==> src/rtl/dram_arb_pkg.sv <==
// Shared types and defaults for the data-DRAM port arbiter.
package dram_arb_pkg;

   typedef enum logic {ARB, DBG_LOCK} arb_state_t;
   typedef enum logic {REQ_CPU, REQ_DBG} req_id_t;

   localparam int unsigned STARVE_LIMIT_DEF = 8;
   localparam int unsigned LOCK_MAX_DEF     = 16;

   localparam logic [3:0] WE_NONE = 4'b0000;

endpackage

==> src/rtl/arb_sat_counter.sv <==
// Saturating up-counter; clear and increment together load 1 (restart counting this cycle).
module arb_sat_counter #(
   parameter int unsigned W   = 4,
   parameter int unsigned MAX = 15
) (
   input  logic         clk,
   input  logic         rst_n,
   input  logic         clr,
   input  logic         inc,
   output logic [W-1:0] cnt
);

   localparam logic [W-1:0] MAX_V = W'(MAX);

   always_ff @(posedge clk) begin
      if (!rst_n)
         cnt <= '0;
      else if (clr)
         cnt <= inc ? W'(1) : '0;
      else if (inc && cnt != MAX_V)
         cnt <= cnt + W'(1);
   end

endmodule

==> src/rtl/dram_port_arbiter.sv <==
// Arbitrates the single-port data DRAM between the CPU MEM stage and the debug/loader port,
// with starvation relief, bounded debug locking and one-cycle read response tagging.
module dram_port_arbiter
   import dram_arb_pkg::*;
#(
   parameter int unsigned ADDR_W       = 16,
   parameter int unsigned STARVE_LIMIT = STARVE_LIMIT_DEF,
   parameter int unsigned LOCK_MAX     = LOCK_MAX_DEF
) (
   input  logic              clk,
   input  logic              rst_n,
   input  logic              cpu_req,
   input  logic [3:0]        cpu_we,
   input  logic [ADDR_W-1:0] cpu_addr,
   input  logic [31:0]       cpu_wdata,
   output logic              cpu_gnt,
   output logic              cpu_stall,
   output logic              cpu_rvalid,
   output logic [31:0]       cpu_rdata,
   input  logic              dbg_req,
   input  logic              dbg_lock,
   input  logic [3:0]        dbg_we,
   input  logic [ADDR_W-1:0] dbg_addr,
   input  logic [31:0]       dbg_wdata,
   output logic              dbg_gnt,
   output logic              dbg_rvalid,
   output logic [31:0]       dbg_rdata,
   output logic [ADDR_W-1:0] mem_a,
   output logic [3:0]        mem_we,
   output logic [31:0]       mem_din,
   input  logic [31:0]       mem_spo
);

   localparam int unsigned SW = $clog2(STARVE_LIMIT + 1);
   localparam int unsigned LW = $clog2(LOCK_MAX + 1);

   arb_state_t    state_q, state_d;
   logic          cpu_prio_q, cpu_prio_d;
   logic [SW-1:0] starve_cnt;
   logic [LW-1:0] lock_cnt;
   logic          starved, lock_full;
   logic          cpu_win, dbg_win, enter_lock, any_win, rd_issue;
   req_id_t       winner;
   logic          cpu_rvalid_q, dbg_rvalid_q;

   assign starved   = (starve_cnt == SW'(STARVE_LIMIT));
   assign lock_full = (lock_cnt == LW'(LOCK_MAX));

   always_comb begin
      state_d    = state_q;
      cpu_prio_d = 1'b0;
      cpu_win    = 1'b0;
      dbg_win    = 1'b0;
      enter_lock = 1'b0;
      if (rst_n) begin
         unique case (state_q)
            ARB: begin
               // cpu_prio_q marks the first cycle after a forced release
               if (dbg_req && (!cpu_req || (starved && !cpu_prio_q)))
                  dbg_win = 1'b1;
               else
                  cpu_win = cpu_req;
               if (dbg_win && dbg_lock && !cpu_prio_q) begin
                  enter_lock = 1'b1;
                  state_d    = DBG_LOCK;
               end
            end
            DBG_LOCK: begin
               dbg_win = dbg_req;
               if (lock_full) begin
                  state_d    = ARB;
                  cpu_prio_d = 1'b1;
               end else if (!dbg_lock) begin
                  state_d = ARB;
               end
            end
         endcase
      end
   end

   always_ff @(posedge clk) begin
      if (!rst_n) begin
         state_q      <= ARB;
         cpu_prio_q   <= 1'b0;
         cpu_rvalid_q <= 1'b0;
         dbg_rvalid_q <= 1'b0;
      end else begin
         state_q      <= state_d;
         cpu_prio_q   <= cpu_prio_d;
         cpu_rvalid_q <= rd_issue && (winner == REQ_CPU);
         dbg_rvalid_q <= rd_issue && (winner == REQ_DBG);
      end
   end

   arb_sat_counter #(.W(SW), .MAX(STARVE_LIMIT)) u_starve_cnt (
      .clk   (clk),
      .rst_n (rst_n),
      .clr   ((state_q == DBG_LOCK) || !dbg_req || dbg_win || cpu_prio_q),
      .inc   (dbg_req && cpu_win && !cpu_prio_q),
      .cnt   (starve_cnt)
   );

   arb_sat_counter #(.W(LW), .MAX(LOCK_MAX)) u_lock_cnt (
      .clk   (clk),
      .rst_n (rst_n),
      .clr   (state_q == ARB),
      .inc   (enter_lock || (state_q == DBG_LOCK)),
      .cnt   (lock_cnt)
   );

   assign any_win = cpu_win || dbg_win;
   assign winner  = dbg_win ? REQ_DBG : REQ_CPU;

   always_comb begin
      mem_a   = '0;
      mem_we  = WE_NONE;
      mem_din = '0;
      if (any_win) begin
         unique case (winner)
            REQ_CPU: begin
               mem_a   = cpu_addr;
               mem_we  = cpu_we;
               mem_din = cpu_wdata;
            end
            REQ_DBG: begin
               mem_a   = dbg_addr;
               mem_we  = dbg_we;
               mem_din = dbg_wdata;
            end
         endcase
      end
   end

   assign rd_issue = any_win && (mem_we == WE_NONE);

   assign cpu_gnt    = cpu_win;
   assign dbg_gnt    = dbg_win;
   assign cpu_stall  = cpu_req && !cpu_win;
   assign cpu_rvalid = cpu_rvalid_q;
   assign dbg_rvalid = dbg_rvalid_q;
   assign cpu_rdata  = cpu_rvalid_q ? mem_spo : '0;
   assign dbg_rdata  = dbg_rvalid_q ? mem_spo : '0;

endmodule

==> config.mk <==
export PLATFORM = sky130hd
export DESIGN_NAME = dram_port_arbiter
export DESIGN_NICKNAME = d
export VERILOG_FILES = /design/src/rtl/dram_arb_pkg.sv /design/src/rtl/arb_sat_counter.sv /design/src/rtl/dram_port_arbiter.sv
export SDC_FILE = /design/constraint.sdc
export NUM_CORES = 1
export LEC_CHECK = 0
export CORE_AREA = 2 2 102 104
export DETAILED_ROUTE_END_ITERATION = 7
export DIE_AREA = 0 0 104 106
export HOLD_SLACK_MARGIN = 0.06
export PLACE_DENSITY = 0.75
export RECOVER_POWER = 50
export SYNTH_ARGS = -nofsm -noshare
export SYNTH_HDL_FRONTEND = slang
export SYNTH_SLANG_ARGS = --single-unit
export TNS_END_PERCENT = 1
==> constraint.sdc <==
create_clock -name clk -period 2.35 [get_ports clk]
set_input_delay 0.47 -clock clk [delete_from_list [all_inputs] [get_ports clk]]
set_output_delay 0.47 -clock clk [all_outputs]
set_load 0.02 [all_outputs]
==> impl_metrics.ini, run 1 <==
[status]
outcome = finished clean

[floorplan]
initial_core_util_pct = 16.0
die-area_um2 = 11000
ios = 262
core_um2 = 10000
chipHeight_um = 106
fp-row-count = 37
die_w_um = 104

[worst_setup_path]
endpoint_kind = output pin
cp-start-kind = flop
crit_path_max_incr_delay_ps = 340
crit_top_cell = buf_6
cp_data_required_time_ps = 1880
path_cells = inv_2 -> ha_4 -> and3b_4 -> a211oi_4 -> buf_6 -> buf_12 -> a22o_1 -> buf_6
arrival_ps = 1860
crit_type = flop to output pin
critical_path.max_fanout = 7
cpMaxStageDelayCell = dfxtp_2

[timing]
clock_skew_ps = 1.86
drv_slew = 0
final-setup-viol-count = 0
max_slew_margin_pct = 80.0
worst_pin_slew_ps = 300
fmax_mhz = 429
grt_setup_unrepaired = true
fin_crit_sh_pct = 99.3
hold_violations = 0
finalWorstSetupSlack_ps = 16.4
hold_slack_ps = 519
period_minus_slack_ps = 2330

[grt]
met1_usage_pct = 17.4
overflow = 0
grt-busiest-layer = met2
grtUsageMet3_pct = 4.41
antenna_found_initial = 1
grtUsageTotal_pct = 15.4
grt_start_max_net_pins = 34
grt_pass1_vias = 2664
met2_usage_pct = 29.2
grt_pass1_wl_mm = 14.0

[finish]
ff_latch_area_um2 = 263
finish.utilization_pct = 48.1
syn2layout_area_growth_pct = 201
diodes = 0
multi_input_area_um2 = 1230
mostFrequentLayoutCell = clkdlybuf4s50_1
final_nets = 625
drive_above_1_share_pct = 21.1
final_cell_mix = clkdlybuf4s50_1 (203), and2_1 (65), buf_6 (51)
nFillCells = 931

[run]
drv_cap = 0

[placed_design]
dp_hpwl_mm = 7.44
pre_cts_ws_ps = -631
port_buffers = 261
gp_congestion = 0.910

[drt]
vias = 2667
wire_per_inst_um = 16.5
drc = 0
first_pass_iters = 4
vias_per_cell = 4.34
wirelength_mm = 10.1
initialDrtViolationCount = 145
drtAntennaViolNets = 0

[cts]
path_clk_slew_ps = 60
cts.sinks = 13
clockBufferDepth = 2
worst_skew_pair.late_latency_ps = 240
cts_buffers = 3
h-tree-depth = 1
cts_tree = built
cts_root_buf = clkbuf_8
hold_buffers = 0

[pwr]
ir_worst_vdd_uv = 356
clockPowerShare_pct = 17.9
powerDensity_nw_per_um2 = 235
p_comb_share_pct = 62.2
p_int_uw = 780
pwr-share-seq_pct = 20.0
swShare_pct = 30.9
switching_power_uw = 349
leakage_nw = 1.99

[synth]
synth_fp_nets = 344
avgSynthCellArea_um2 = 8.02
ys_ff_latch = 13
yosysWarnings = 0
synthCells = 199
seq_area_frac_synth_pct = 16.3
netlist_area_um2 = 1600
netlist-cell-type-count = 35

[min_path]
hp-class = flop to flop
[through the flow]
| stage | TNS (ps) | power, mW | instances | area (um^2) |
|---|---|---|---|---|
| after global placement | -29590 | 0.847 | 597 | 4440 |
| final | 0 | 1.13 | 615 | 4810 |
| after detailed placement | -31390 | 0.852 | 597 | 4440 |
| after global routing | -1560 | 1.18 | 615 | 4810 |
| after floorplan | 0 | 0.440 | 199 | 1600 |
| after CTS | -6010 | 1.05 | 607 | 4480 |
[critical path: cells and delay by family, from the launching register on]
kind	cells	cell delay (ps)
flip-flops	1	340
buffers and inverters	4	480
AO/OA/AOI/OAI	2	450
AND/OR/NAND/NOR	1	190
adder cells (fa/ha/maj)	1	150
[kinds of logic after synthesis]
logic type	count (synthesis)	synth area share [%]
fa+ha+maj	4	3.14
simple gates	90	34.7
xor+xnor	5	2.75
buf+inv	24	8.08
flops	13	16.3
compound gates	62	34.4
mux	1	0.627
[final timing paths]
check	from	end	slack (ps)	cells after the start
worst max-delay path	u_starve_cnt.cnt[0]	mem_din[29]	20	8
worst min-delay path	u_lock_cnt.cnt[4]	u_lock_cnt.cnt[4]	520	2
worst max register to register	u_starve_cnt.cnt[0]	cpu_rvalid	850	7
worst min register to register	u_lock_cnt.cnt[4]	u_lock_cnt.cnt[4]	520	2
[sequential cells by signal (all words and copies together) (netlist names)]
register,flops
u_lock_cnt.cnt,5
u_starve_cnt.cnt,4
cpu_prio_q,1
cpu_rvalid,1
dbg_rvalid,1
state_q,1
[power groups by stage]
stage          clock network (mW)  registers (mW)  logic [mW]
2_1_floorplan                   0           0.231       0.209
3_3_place_gp                    0           0.230       0.617
3_5_place_dp                    0           0.230       0.622
4_1_cts                     0.208           0.225       0.617
5_1_grt                     0.220           0.225       0.737
6_report                    0.202           0.225       0.702
[repair_timing]
action                     CTS  global route
setup endpoints to repair   55            54
cloned                       2             7
resized for setup          223           113
pin swaps                    3            44
buffers inserted             4             1
[routing by layer]
| metal | part of all wire, % | wire, um |
|---|---|---|
| met2 | 50 | 5030 |
| met5 | 0.13 | 13 |
| met4 | 0.90 | 91 |
| met1 | 40 | 4110 |
| met3 | 8.9 | 900 |
[cell usage after synthesis (all sizes together)]
library cell	number	area (um^2)
and2	65	407
a22o	51	447
dfxtp	13	260
clkbuf	10	37.5
inv	8	30.0
nor2	8	30.0
buf	6	61.3
ha	4	50.1
nand3	3	15.0
nor2b	3	18.8
xor2	3	26.3
a211o	2	18.8
and3b	2	21.3
nand2	2	7.51
xnor2	2	17.5
a211oi	1	20.0
a21boi	1	7.51
a21oi	1	5.00
a31oi	1	6.26
a32o	1	10.0
and4bb	1	12.5
mux2i	1	10.0
nand2b	1	6.26
nand3b	1	7.51
nand4bb	1	11.3
nor3	1	5.00
nor4	1	6.26
o21ai	1	5.00
o22ai	1	12.5
o31ai	1	7.51
o32ai	1	8.76
or2	1	6.26
[final cells by class]
type	count	share of cell area, %
flip-flops and latches	13	5.46
well taps	136	3.54
inverters	8	0.624
clock buffers	4	0.937
multi-input cells	162	25.6
repair buffers	292	63.8
(Power assumes the default switching activity.)
==> run 2: changes to the inputs <==
--- a/config.mk
+++ b/config.mk
@@ -5,11 +5,11 @@
 export SDC_FILE = /design/constraint.sdc
 export NUM_CORES = 1
 export LEC_CHECK = 0
-export CORE_AREA = 2 2 102 104
+export CORE_AREA = 2 2 101 103
 export DETAILED_ROUTE_END_ITERATION = 7
-export DIE_AREA = 0 0 104 106
+export DIE_AREA = 0 0 103 105
 export HOLD_SLACK_MARGIN = 0.06
-export PLACE_DENSITY = 0.75
+export PLACE_DENSITY = 0.76
 export RECOVER_POWER = 50
 export SYNTH_ARGS = -nofsm -noshare
 export SYNTH_HDL_FRONTEND = slang
==> constraint.sdc (replaced) <==
create_clock -name clk -period 2.7 [get_ports clk]
set_input_delay 0.54 -clock clk [delete_from_list [all_inputs] [get_ports clk]]
set_output_delay 0.54 -clock clk [all_outputs]
set_load 0.02 [all_outputs]
==> run 2 against run 1 <==
  * Clock power fell by 9%
  * Largest power group unchanged
  * Sequential power fell by 12%
  * Critical path type is now input port to output pin
  * Final cell count shrank 2.8%
  * Global-route usage increased by 1.7 points
  * Combinational power is 27% lower
  * Critical endpoint is now mem_a[5]
  * Clock skew rose by 2.8 ps
  * Largest cell class unchanged
==> impl_metrics.ini, run 2 (synthesis gave the netlist of run 1 again) <==
[drt]
vias_per_cell = 4.35
wire_per_inst_um = 17.2
drc = 0
vias = 2600
drtAntennaViolNets = 0
initialDrtViolationCount = 104
wirelength_mm = 10.3
first_pass_iters = 4

[pwr]
ir_worst_vdd_uv = 119
leakage_nw = 1.99
finalPower_uw = 892
powerDensity_nw_per_um2 = 208

[floorplan]
fp-row-count = 36
die-area_um2 = 10800
initial_core_util_pct = 16.5
chipHeight_um = 105
ios = 262
die_w_um = 103
core_um2 = 9640

[cts]
path_clk_slew_ps = 60
worst_skew_pair.late_latency_ps = 250
cts_tree = built
cts.sinks = 13
cts_buffers = 3
clockBufferDepth = 2
h-tree-depth = 1
cts_root_buf = clkbuf_8
hold_buffers = 0

[grt]
antenna_found_initial = 2
grtUsageTotal_pct = 17.1
grt_pass1_wl_mm = 14.2
overflow = 0
grt_start_max_net_pins = 55
grt_pass1_vias = 2535

[finish]
ff_latch_area_um2 = 260
largest_reg_flops = 5
final_nets = 610
regMostFlops = u_lock_cnt.cnt
finalNonFillerCells = 598
final_cell_mix = clkdlybuf4s50_1 (152), and2_1 (65), dlygate4sd3_1 (52)
mostFrequentLayoutCell = clkdlybuf4s50_1
syn2layout_area_growth_pct = 169
finish.utilization_pct = 44.5
top_regs = u_lock_cnt.cnt (5), u_starve_cnt.cnt (4)
drive_above_1_share_pct = 16.6
multi_input_area_um2 = 1220
nFillCells = 980

[min_path]
hp-class = flop to flop
min_path_cells = 2
whs_endpoint = u_starve_cnt.cnt[0]
holdCritStartpoint = u_starve_cnt.cnt[0]

[timing]
max_slew_margin_pct = 77.2
worst_pin_slew_ps = 342
hold_violations = 0
fin_crit_sh_pct = 97.5
final-setup-viol-count = 0
grt_setup_unrepaired = false
clock_skew_ps = 4.68
period_minus_slack_ps = 2630
final.setup.tns_ps = 0
finalWorstSetupSlack_ps = 66.9
fmax_mhz = 380
drv_slew = 0

[worst_setup_path]
reg2reg_from = u_starve_cnt.cnt[1]
rrSetupSlack_ps = 1150
path_cells = clkdlybuf4s50_1 -> nor2b_1 -> o22ai_4 -> clkbuf_16 -> a22o_1 -> buf_4
critical_path.max_fanout = 27
cpLargestDelayFamily = buffers and inverters
endpoint_kind = output pin
r2r.worst_path.cells = 7
cpMaxStageDelayCell = clkdlybuf4s50_1
crit_type = input port to output pin
crit_path_max_incr_delay_ps = 500
path_buf_inv = 3
arrival_ps = 2090
cp_data_required_time_ps = 2160
cp-start-kind = input port
worstReg2RegEnd = cpu_rvalid

[placed_design]
dp_cells = 589
dp_hpwl_mm = 8.56
gp_congestion = 0.962
port_buffers = 261
pre_cts_ws_ps = -456

[run]
drv_cap = 0

[status]
outcome = finished clean
[run 2: cell count changes in the layout (fill, tap and decap cells not counted), sizes merged, moves of 2 or more]
cell / before / now
dlygate4sd3: 0 / 52
clkdlybuf4s50: 203 / 152
buf: 77 / 59
clkbuf: 12 / 8
clkdlybuf4s15: 0 / 4
dlygate4sd2: 2 / 4
[run 2: worst max path at each step]
stage | startpoint | to | cells past startpoint
after floorplan | u_starve_cnt.cnt[0] | mem_a[10] | 6
after detailed placement | dbg_req | mem_a[2] | 6
after global routing | cpu_req | mem_a[5] | 6
after global placement | rst_n | mem_a[2] | 6
final | cpu_req | mem_a[5] | 6
after CTS | dbg_req | mem_a[5] | 7
[run 2: where the power goes]
| part | internal [mW] | total (mW) | leakage, nW | switching [mW] |
|---|---|---|---|---|
| clock | 0.102 | 0.184 | 0.0255 | 0.0814 |
| sequential | 0.194 | 0.197 | 0.105 | 0.00231 |
| combinational | 0.300 | 0.511 | 1.86 | 0.211 |
| total | 0.597 | 0.892 | 1.99 | 0.295 |
[run 2: stage by stage]
step	hold WS, ps	cell area (um^2)
after floorplan	430	1600
after global routing	550	4290
after CTS	524	4390
final	520	4290
after detailed placement	509	4400
after global placement	498	4400
[run 2: what timing repair did]
item / CTS / global route
buffers inserted: 1 / 1
resized for setup: 190 / 26
pin swaps: 2 / 3
cloned: 1 / 1
setup endpoints to repair: 55 / 44
[run 2: final cells by class]
cell class,instances,area share [%]
tap,133,3.88
clock inverter,1,0.117
sequential,13,6.07
antenna,1,0.0583
clock buffer,3,0.963
multi-input combinational,162,28.5
inverter,8,0.700
timing repair buffer,277,59.7
[run 2: layer usage]
metal  wire [um]  vias to the layer above  GRT usage, %
met2        5410                      147          31.6
met3         989                       21          4.95
met5          13                        -             0
li1            -                     1247             -
met4         318                        2          6.20
met1        3570                     1183          17.7
[run 2: worst min-delay path, delay by kind of cell, from the launching register on]
family	cells	cell delay (ps)
AND/OR/NAND/NOR	1	40
flip-flops	1	330
buffers and inverters	1	120
==> run 3: changes to the inputs <==
--- a/config.mk
+++ b/config.mk
@@ -5,12 +5,13 @@
 export SDC_FILE = /design/constraint.sdc
 export NUM_CORES = 1
 export LEC_CHECK = 0
-export CORE_AREA = 2 2 101 103
+export CORE_AREA = 3 3 102 104
 export DETAILED_ROUTE_END_ITERATION = 7
-export DIE_AREA = 0 0 103 105
+export DIE_AREA = 0 0 105 107
 export HOLD_SLACK_MARGIN = 0.06
 export PLACE_DENSITY = 0.76
 export RECOVER_POWER = 50
+export SKIP_CTS_REPAIR_TIMING = 1
 export SYNTH_ARGS = -nofsm -noshare
 export SYNTH_HDL_FRONTEND = slang
 export SYNTH_SLANG_ARGS = --single-unit
==> run 3 against run 2 <==
  * Sequential power about the same
  * First-iteration DRC count up 8.7%
  * Non-clock buffer count down 1
  * Clock power down 3%
  * Count of clock-buffer cells in the layout unchanged
  * Sequential cell count unchanged
  * Critical path type unchanged
  * Largest power group unchanged
  * Highest routed layer is now met4
==> impl_metrics.ini, run 3 (synthesis gave the netlist of run 1 again) <==
[floorplan]
fp-row-count = 36
die_w_um = 105
ios = 262
core_um2 = 9640
initial_core_util_pct = 16.5
die-area_um2 = 11200
chipHeight_um = 107

[timing]
fin_crit_sh_pct = 98.8
fmax_mhz = 375
max_slew_margin_pct = 78.7
grt_setup_unrepaired = true
drv_slew = 0
clock_skew_ps = 3.28
period_minus_slack_ps = 2670
worst_pin_slew_ps = 319
final.setup.tns_ps = 0
hold_violations = 0
final-setup-viol-count = 0

[min_path]
whs_endpoint = u_lock_cnt.cnt[4]
min_path_cells = 2
hp-class = flop to flop
holdCritStartpoint = u_lock_cnt.cnt[4]

[cts]
cts_tree = built
cts_buffers = 3
cts_root_buf = clkbuf_8
clockBufferDepth = 2
worst_skew_pair.late_latency_ps = 250
h-tree-depth = 1
path_clk_slew_ps = 60
cts.sinks = 13

[drt]
first_pass_iters = 4
initialDrtViolationCount = 113
drtAntennaViolNets = 0
wirelength_mm = 9.84
vias_per_cell = 4.31
wire_per_inst_um = 16.5
drc = 0
vias = 2571

[pwr]
p_comb_share_pct = 57.8
powerDensity_nw_per_um2 = 205
ir_worst_vdd_uv = 114
clockPowerShare_pct = 20.0
leakage_nw = 1.94
p_int_uw = 602
switching_power_uw = 286
pwr-share-seq_pct = 22.2
swShare_pct = 32.2

[run]
drv_cap = 0

[placed_design]
gp_congestion = 0.768
dpl_cell_area_um2 = 4410
port_buffers = 261
dp_hpwl_mm = 8.43

[worst_setup_path]
worstReg2RegEnd = cpu_rvalid
crit_start = dbg_req
critical_path.max_fanout = 21
r2r.worst_path.cells = 7
crit_type = input port to output pin
cp-start-kind = input port
reg2reg_from = u_starve_cnt.cnt[1]
rrSetupSlack_ps = 1120
arrival_ps = 2130
endpoint_kind = output pin
cp_data_required_time_ps = 2160

[finish]
top_regs = u_lock_cnt.cnt (5), u_starve_cnt.cnt (4)
syn2layout_area_growth_pct = 171
mostFrequentLayoutCell = clkdlybuf4s50_1
largest_reg_flops = 5
final_cell_mix = clkdlybuf4s50_1 (206), and2_1 (65), a22o_1 (51)
regMostFlops = u_lock_cnt.cnt
fin_area_um2 = 4330
drive_above_1_share_pct = 14.7
final_nets = 609
diodes = 0

[status]
outcome = finished clean

[grt]
grt_start_max_net_pins = 44
antenna_found_initial = 0
grtUsageTotal_pct = 15.7
grt_pass1_wl_mm = 14.2
overflow = 0
grt_pass1_vias = 2537
[run 3: cell count changes in the layout (fill, tap and decap cells not counted), moves of 4 or more]
cell             previous run  this run
dlygate4sd2_1               4         0
clkdlybuf4s15_2             4         0
buf_4                      10        14
clkbuf_2                    1        31
dlygate4sd3_1              52         0
clkdlybuf4s50_1           152       206
dlymetal6s2s_1              1        13
buf_2                      45         6
[run 3: per-stage QoR]
step	utilization [%]	hold slack, ps	power [mW]	setup WS (ps)	instances
floorplan	-	430	0.383	497	199
global placement	45.7	499	0.740	-461	590
detailed placement	45.7	516	0.744	-449	590
CTS	46.2	530	0.930	-454	594
global route	44.9	538	0.935	-35.2	596
finish	44.9	523	0.888	33.1	596
[run 3: power groups by stage]
stage	combinational, mW	clock, mW	sequential, mW
global placement	0.539	0	0.201
global route	0.542	0.195	0.197
floorplan	0.182	0	0.201
CTS	0.546	0.187	0.197
detailed placement	0.543	0	0.201
finish	0.513	0.178	0.197
[run 3: worst max path at each step]
stage / end / depth (start not counted)
after floorplan: mem_a[10] / 6
after global placement: mem_a[6] / 6
after detailed placement: mem_a[6] / 6
after CTS: mem_a[6] / 6
after global routing: mem_din[4] / 7
final: mem_a[6] / 7
[run 3: routing by layer]
| layer | share of wire, % | wire, um | track usage [%] |
|---|---|---|---|
| met4 | 0.70 | 69 | 1.69 |
| met1 | 39 | 3840 | 18.0 |
| met2 | 53 | 5250 | 30.2 |
| met5 | 0 | 0 | 0 |
| met3 | 7.0 | 685 | 3.73 |
[run 3: area by class of cell]
type                            instances  area, um^2
Fill cell                             971        5310
Timing Repair Buffer                  276        2610
Multi-Input combinational cell        162        1220
Clock inverter                          1        5.00
Tap cell                              133         166
Clock buffer                            3        41.3
Inverter                                8        30.0
Sequential cell                        13         260
[run 3: worst max-delay path, stage by stage]
cell             delay (ps)
clkdlybuf4s50_1         430
nor2b_2                 190
a211oi_4                260
buf_6                   160
clkbuf_16               180
a22o_1                  210
buf_6                   140
